`src/rtl/tff_counter.sv`:
```
// tff_counter: modulo up/down counter with parallel load, per-bit T-flop toggle mode and sticky wrap flag.
// Latency: one active clk edge (NEGEDGE=1 falling, 0 rising) from inputs to registered q/tc/ovf.
// No backpressure; en gates counting. Define TFF_COUNTER_SAT_EN to saturate at the range ends instead of wrapping.
module tff_counter #(
   parameter int              WIDTH   = 8,
   parameter longint unsigned MODULUS = 256,
   parameter int              NEGEDGE = 1
) (
   input  logic             clk,
   input  logic             reset,
   input  logic             en,
   input  logic             load,
   input  logic [WIDTH-1:0] load_val,
   input  logic [1:0]       mode,
   input  logic [WIDTH-1:0] t_mask,
   input  logic             clr_ovf,
   output logic [WIDTH-1:0] q,
   output logic             tc,
   output logic             ovf
);

   localparam logic [WIDTH-1:0] TOP = WIDTH'(MODULUS - 64'd1);
   localparam logic [WIDTH-1:0] ONE = WIDTH'(1);

   localparam logic [1:0] MODE_HOLD   = 2'b00;
   localparam logic [1:0] MODE_UP     = 2'b01;
   localparam logic [1:0] MODE_DOWN   = 2'b10;
   localparam logic [1:0] MODE_TOGGLE = 2'b11;

   logic [WIDTH-1:0] q_nxt;
   logic             tc_nxt;
   logic             ovf_nxt;

   always_comb begin
      q_nxt  = q;
      tc_nxt = 1'b0;
      if (load) begin
         q_nxt = load_val;
      end else if (en) begin
         case (mode)
            MODE_UP: begin
               if (q >= TOP) begin
`ifdef TFF_COUNTER_SAT_EN
                  q_nxt = TOP;
`else
                  q_nxt = '0;
`endif
                  tc_nxt = 1'b1;
               end else begin
                  q_nxt = q + ONE;
               end
            end
            MODE_DOWN: begin
               if (q == '0) begin
`ifdef TFF_COUNTER_SAT_EN
                  q_nxt = '0;
`else
                  q_nxt = TOP;
`endif
                  tc_nxt = 1'b1;
               end else if (q > TOP) begin
                  // An out-of-range loaded value snaps into range without counting as a wrap.
                  q_nxt = TOP;
               end else begin
                  q_nxt = q - ONE;
               end
            end
            MODE_TOGGLE: q_nxt = q ^ t_mask;
            MODE_HOLD:   q_nxt = q;
            default:     q_nxt = q;
         endcase
      end
      // A wrap in the same edge as clr_ovf keeps the flag set.
      ovf_nxt = tc_nxt | (ovf & ~clr_ovf);
   end

   generate
      if (NEGEDGE != 0) begin : g_fall
         always_ff @(negedge clk) begin
            if (reset) begin
               q   <= '0;
               tc  <= 1'b0;
               ovf <= 1'b0;
            end else begin
               q   <= q_nxt;
               tc  <= tc_nxt;
               ovf <= ovf_nxt;
            end
         end
      end else begin : g_rise
         always_ff @(posedge clk) begin
            if (reset) begin
               q   <= '0;
               tc  <= 1'b0;
               ovf <= 1'b0;
            end else begin
               q   <= q_nxt;
               tc  <= tc_nxt;
               ovf <= ovf_nxt;
            end
         end
      end
   endgenerate

endmodule

```
`config.mk`:
```
export PLATFORM = sky130hd
export DESIGN_NAME = tff_counter
export DESIGN_NICKNAME = d
export VERILOG_FILES = /design/src/rtl/tff_counter.sv
export SDC_FILE = /design/constraint.sdc
export NUM_CORES = 1
export LEC_CHECK = 0
export CAP_MARGIN = 20
export CORE_MARGIN = 3
export CORE_UTILIZATION = 45
export CTS_CLUSTER_DIAMETER = 60
export CTS_CLUSTER_SIZE = 20
export DETAILED_ROUTE_END_ITERATION = 8
export GPL_ROUTABILITY_DRIVEN = 1
export GPL_TIMING_DRIVEN = 0
export MAX_ROUTING_LAYER = met4
export PLACE_DENSITY = 0.78
export RECOVER_POWER = 50
export SYNTH_ARGS = -nofsm -noshare
export SYNTH_HDL_FRONTEND = slang
export SYNTH_SLANG_ARGS = --single-unit
```
`constraint.sdc`:
```
create_clock -name clk -period 2.98 [get_ports clk]
set_input_delay 0.894 -clock clk [delete_from_list [all_inputs] [get_ports clk]]
set_output_delay 0.894 -clock clk [all_outputs]
set_load 0.01 [all_outputs]
```
==> impl_results.md, run 1 <==
- Largest net degree at the start of global routing: 11
- CTS Buf Count: 3
- First-pass GRT wire length: 7340 um
- Failing checks: negative setup slack
- Worst hold slack: 541 ps
- Slew Limit Headroom: 0.359
- Worst hold path class: flip-flop to flip-flop
- Vias in the first global route: 1584
- Clock transition at the registers of the reported paths: 60 ps
- Via-to-Cell Ratio: 6.87
- Compound-Gate Fraction of Synth Area: 0.366
- Worst Path Arrival: 2280 ps
- Final instance area: 1960 um^2
- Seq/Total Area, Yosys: 0.191
- Post-Route WL: 5300 um
- RSZ-0062 raised after global routing: true
- Root buf cell: clkbuf_4
- Drt pass-1 iters: 6
- Max Cap Violations: 0
- Met3 usage in global routing: 0.153
- Synth Area in Simple Gates: 0.238
- Yosys cell types: 44
- Slew @ Worst Pin: 954 ps
- Gpl congestion: 0.862
- Ports: 33
- Worst Path Max Fanout: 3
- Reg power frac: 0.226
- Final nets: 236
- Grt total ovfl: 0
- Peak VDD IR: 0.000312 V
- Die area: 2950 um^2
- Starting Density: 0.504
- Worst Setup Slack, final: -491 ps
- Switch Pwr: 0.000310 W
- Internal power: 0.000366 W
- Area added between synthesis and finish: 87.0%
- Avg WL per Cell: 22.8 um
- CTS sink cnt: 10
- Number of port buffers: 31
- Diode count: 0
- Post-Synth Adder-Cell Area: 0.0834
- Drt first-iter violations: 149
- Tot Pwr: 0.000676 W
- Skew-Pair Late Insertion Delay: 400 ps
- CP Data Required Time: 1790 ps
- Synthesized flop and latch total: 10
- Post-synth top area share: 0.191
- Final Util: 0.943
- Mapped Area: 1050 um^2
- Share of layout cells above drive strength 1: 0.439
- GR Util met2: 0.572
- Outcome: finished with violations
- Syn Inst Count: 142
- Mapped Nets: 172
- Post-route ant nets: 0
- Largest family of logic cells by synthesized area: compound AO/OA/AOI/OAI gates
- Busiest grt layer: met2
- Sw frac: 0.459
- Critical path class: input pin to flip-flop
- Final Skew: 30.4 ps
- Post-Synth XOR/XNOR Area: 0.0250
- H-tree levels: 1
- Synth top area cells: dfxtp_1, ha_1, a21oi_1
- Hpwl dp: 2450 um
- Slew Limit Fails: 0
- # fillers: 64
- Setup TNS: -5190 ps
- Initial antenna violation count: 0
- Die width: 54.3 um
- Clock power frac: 0.299
- GR Util All Layers: 0.359
- Crit. End Element: flip-flop
- Max clock buf depth: 2
- Post-synth top area cell: dfxtp_1
- Yosys warning count: 0
- Row cnt: 16
- CTS tree: done
- Final setup vio count: 19
- Leakage: 0.804 nW
- Synthesized area per cell: 7.39 um^2
- Combinational Power Share: 0.475
- Via count: 1593
- CP startpoint kind: input pin
- Post-cts hold buffer count: 0
- Placed Area: 1470 um^2
- Final Hold Fails: 0
- Pwr per Cell Area: 344 nW/um^2
- Floorplan core area: 2080 um^2
- Met1 GRT Util: 0.356
- DRC: 0
- Die H: 54.3 um
- Mux cell area share after synthesis: 0
path summary, 6_finish.rpt:
kind / depth (start not counted) / startpoint / endpoint / slack [ps]
min: 2 / ovf$_SDFF_NP0_ / ovf$_SDFF_NP0_ / 540
max: 6 / mode[0] / q[6]$_SDFFE_NP0P_ / -490
max reg2reg: 8 / q[0]$_SDFFE_NP0P_ / q[7]$_SDFFE_NP0P_ / 400
min reg2reg: 2 / ovf$_SDFF_NP0_ / ovf$_SDFF_NP0_ / 540
synth_stat cells (all sizes together):
master    n
o31ai     2
a211o     3
o311ai    2
or4       1
nor4      2
o21ai     8
clkbuf    8
ha        7
a22oi     1
nor3b     1
or3       3
and3      2
or2       1
nor2b     3
a31oi     5
o32ai     2
o221ai    1
a32o      4
a21oi    14
nand4bb   1
a2111oi   3
a32oi     1
xor2      3
nand3     4
nand2     7
dfxtp    10
nand4     2
o211a     1
a22o      1
or4b      1
nor3      3
nor2      6
o221a     1
o211ai    1
inv      13
o22ai     1
buf       4
a221o     1
nand2b    6
o311a     2
critical path, stage by stage:
cell and delay (ps):
buf_12 120, ha_4 170, or2_4 250, or4_1 480
and3_4 200, a31oi_1 170
power groups by stage:
| stage | Clock (W) | Combinational (W) | Sequential (W) |
|---|---|---|---|
| finish | 0.000202 | 0.000321 | 0.000153 |
| floorplan | 0.0000227 | 0.000120 | 0.000162 |
| detailed placement | 0.0000227 | 0.000203 | 0.000161 |
| CTS | 0.000174 | 0.000258 | 0.000155 |
| global placement | 0.0000227 | 0.000198 | 0.000160 |
| global route | 0.000212 | 0.000335 | 0.000154 |
state kept, by name, summed over array words and instances, names as in the netlist:
register  cells
q             8
ovf           1
tc            1
per-stage QoR:
step | instances | setup slack (ps)
2_1_floorplan | 142 | -720
3_3_place_gp | 200 | -1510
3_5_place_dp | 200 | -1540
4_1_cts | 229 | -471
5_1_grt | 232 | -529
6_report | 232 | -491
final cells by class:
| cell class | count | area (um^2) | area share |
|---|---|---|---|
| well taps | 27 | 33.8 | 0.0172 |
| clock inverters | 11 | 42.5 | 0.0217 |
| repair buffers | 52 | 500 | 0.255 |
| flip-flops and latches | 10 | 225 | 0.115 |
| plain buffers | 10 | 109 | 0.0554 |
| inverters | 12 | 60.1 | 0.0306 |
| multi-input cells | 107 | 970 | 0.494 |
| clock buffers | 3 | 22.5 | 0.0115 |
cell families (layout without fill, tap and decap cells):
group	after synthesis	count (layout)
AOI/OAI and AO/OA	54	54
xor gates and xnor gates	3	3
adders and majority gates	7	7
buffers and inverters	25	88
DFF	10	10
and+or+nand+nor	43	43
timing repair:
action	4_1_cts	5_1_grt
setup endpoints to repair	20	19
gates resized for setup	115	27
pin swaps	20	6
setup buffers	15	4
cloned	2	0
hold endpoints to repair	0	0
per-layer routing:
metal  share of wire  wire length [um]  up-vias
met3            0.11               594       45
met4           0.059               315        0
li1                -                 -      671
met2            0.46              2450      137
met1            0.36              1930      740
met5               0                 0        -
placed cells by master, fill, tap and decap left out, types with 4 or more instances in the layout:
cell type	n
o21ai_0	5
a32o_1	4
buf_6	13
a21oi_2	4
inv_1	20
ha_1	4
nand2b_1	5
clkbuf_4	4
dfxtp_4	5
clkdlybuf4s50_1	15
nand2_1	7
dfxtp_2	5
buf_2	5
nor2_1	4
a21oi_1	10
buf_4	17
(Power assumes the default switching activity.)
==> inputs of run 2 (changes only) <==
CTS_CLUSTER_SIZE = unset   (was 20)
==> results of run 2 <==
Same layout as run 1: the final DEF is identical, and so are final timing and power.
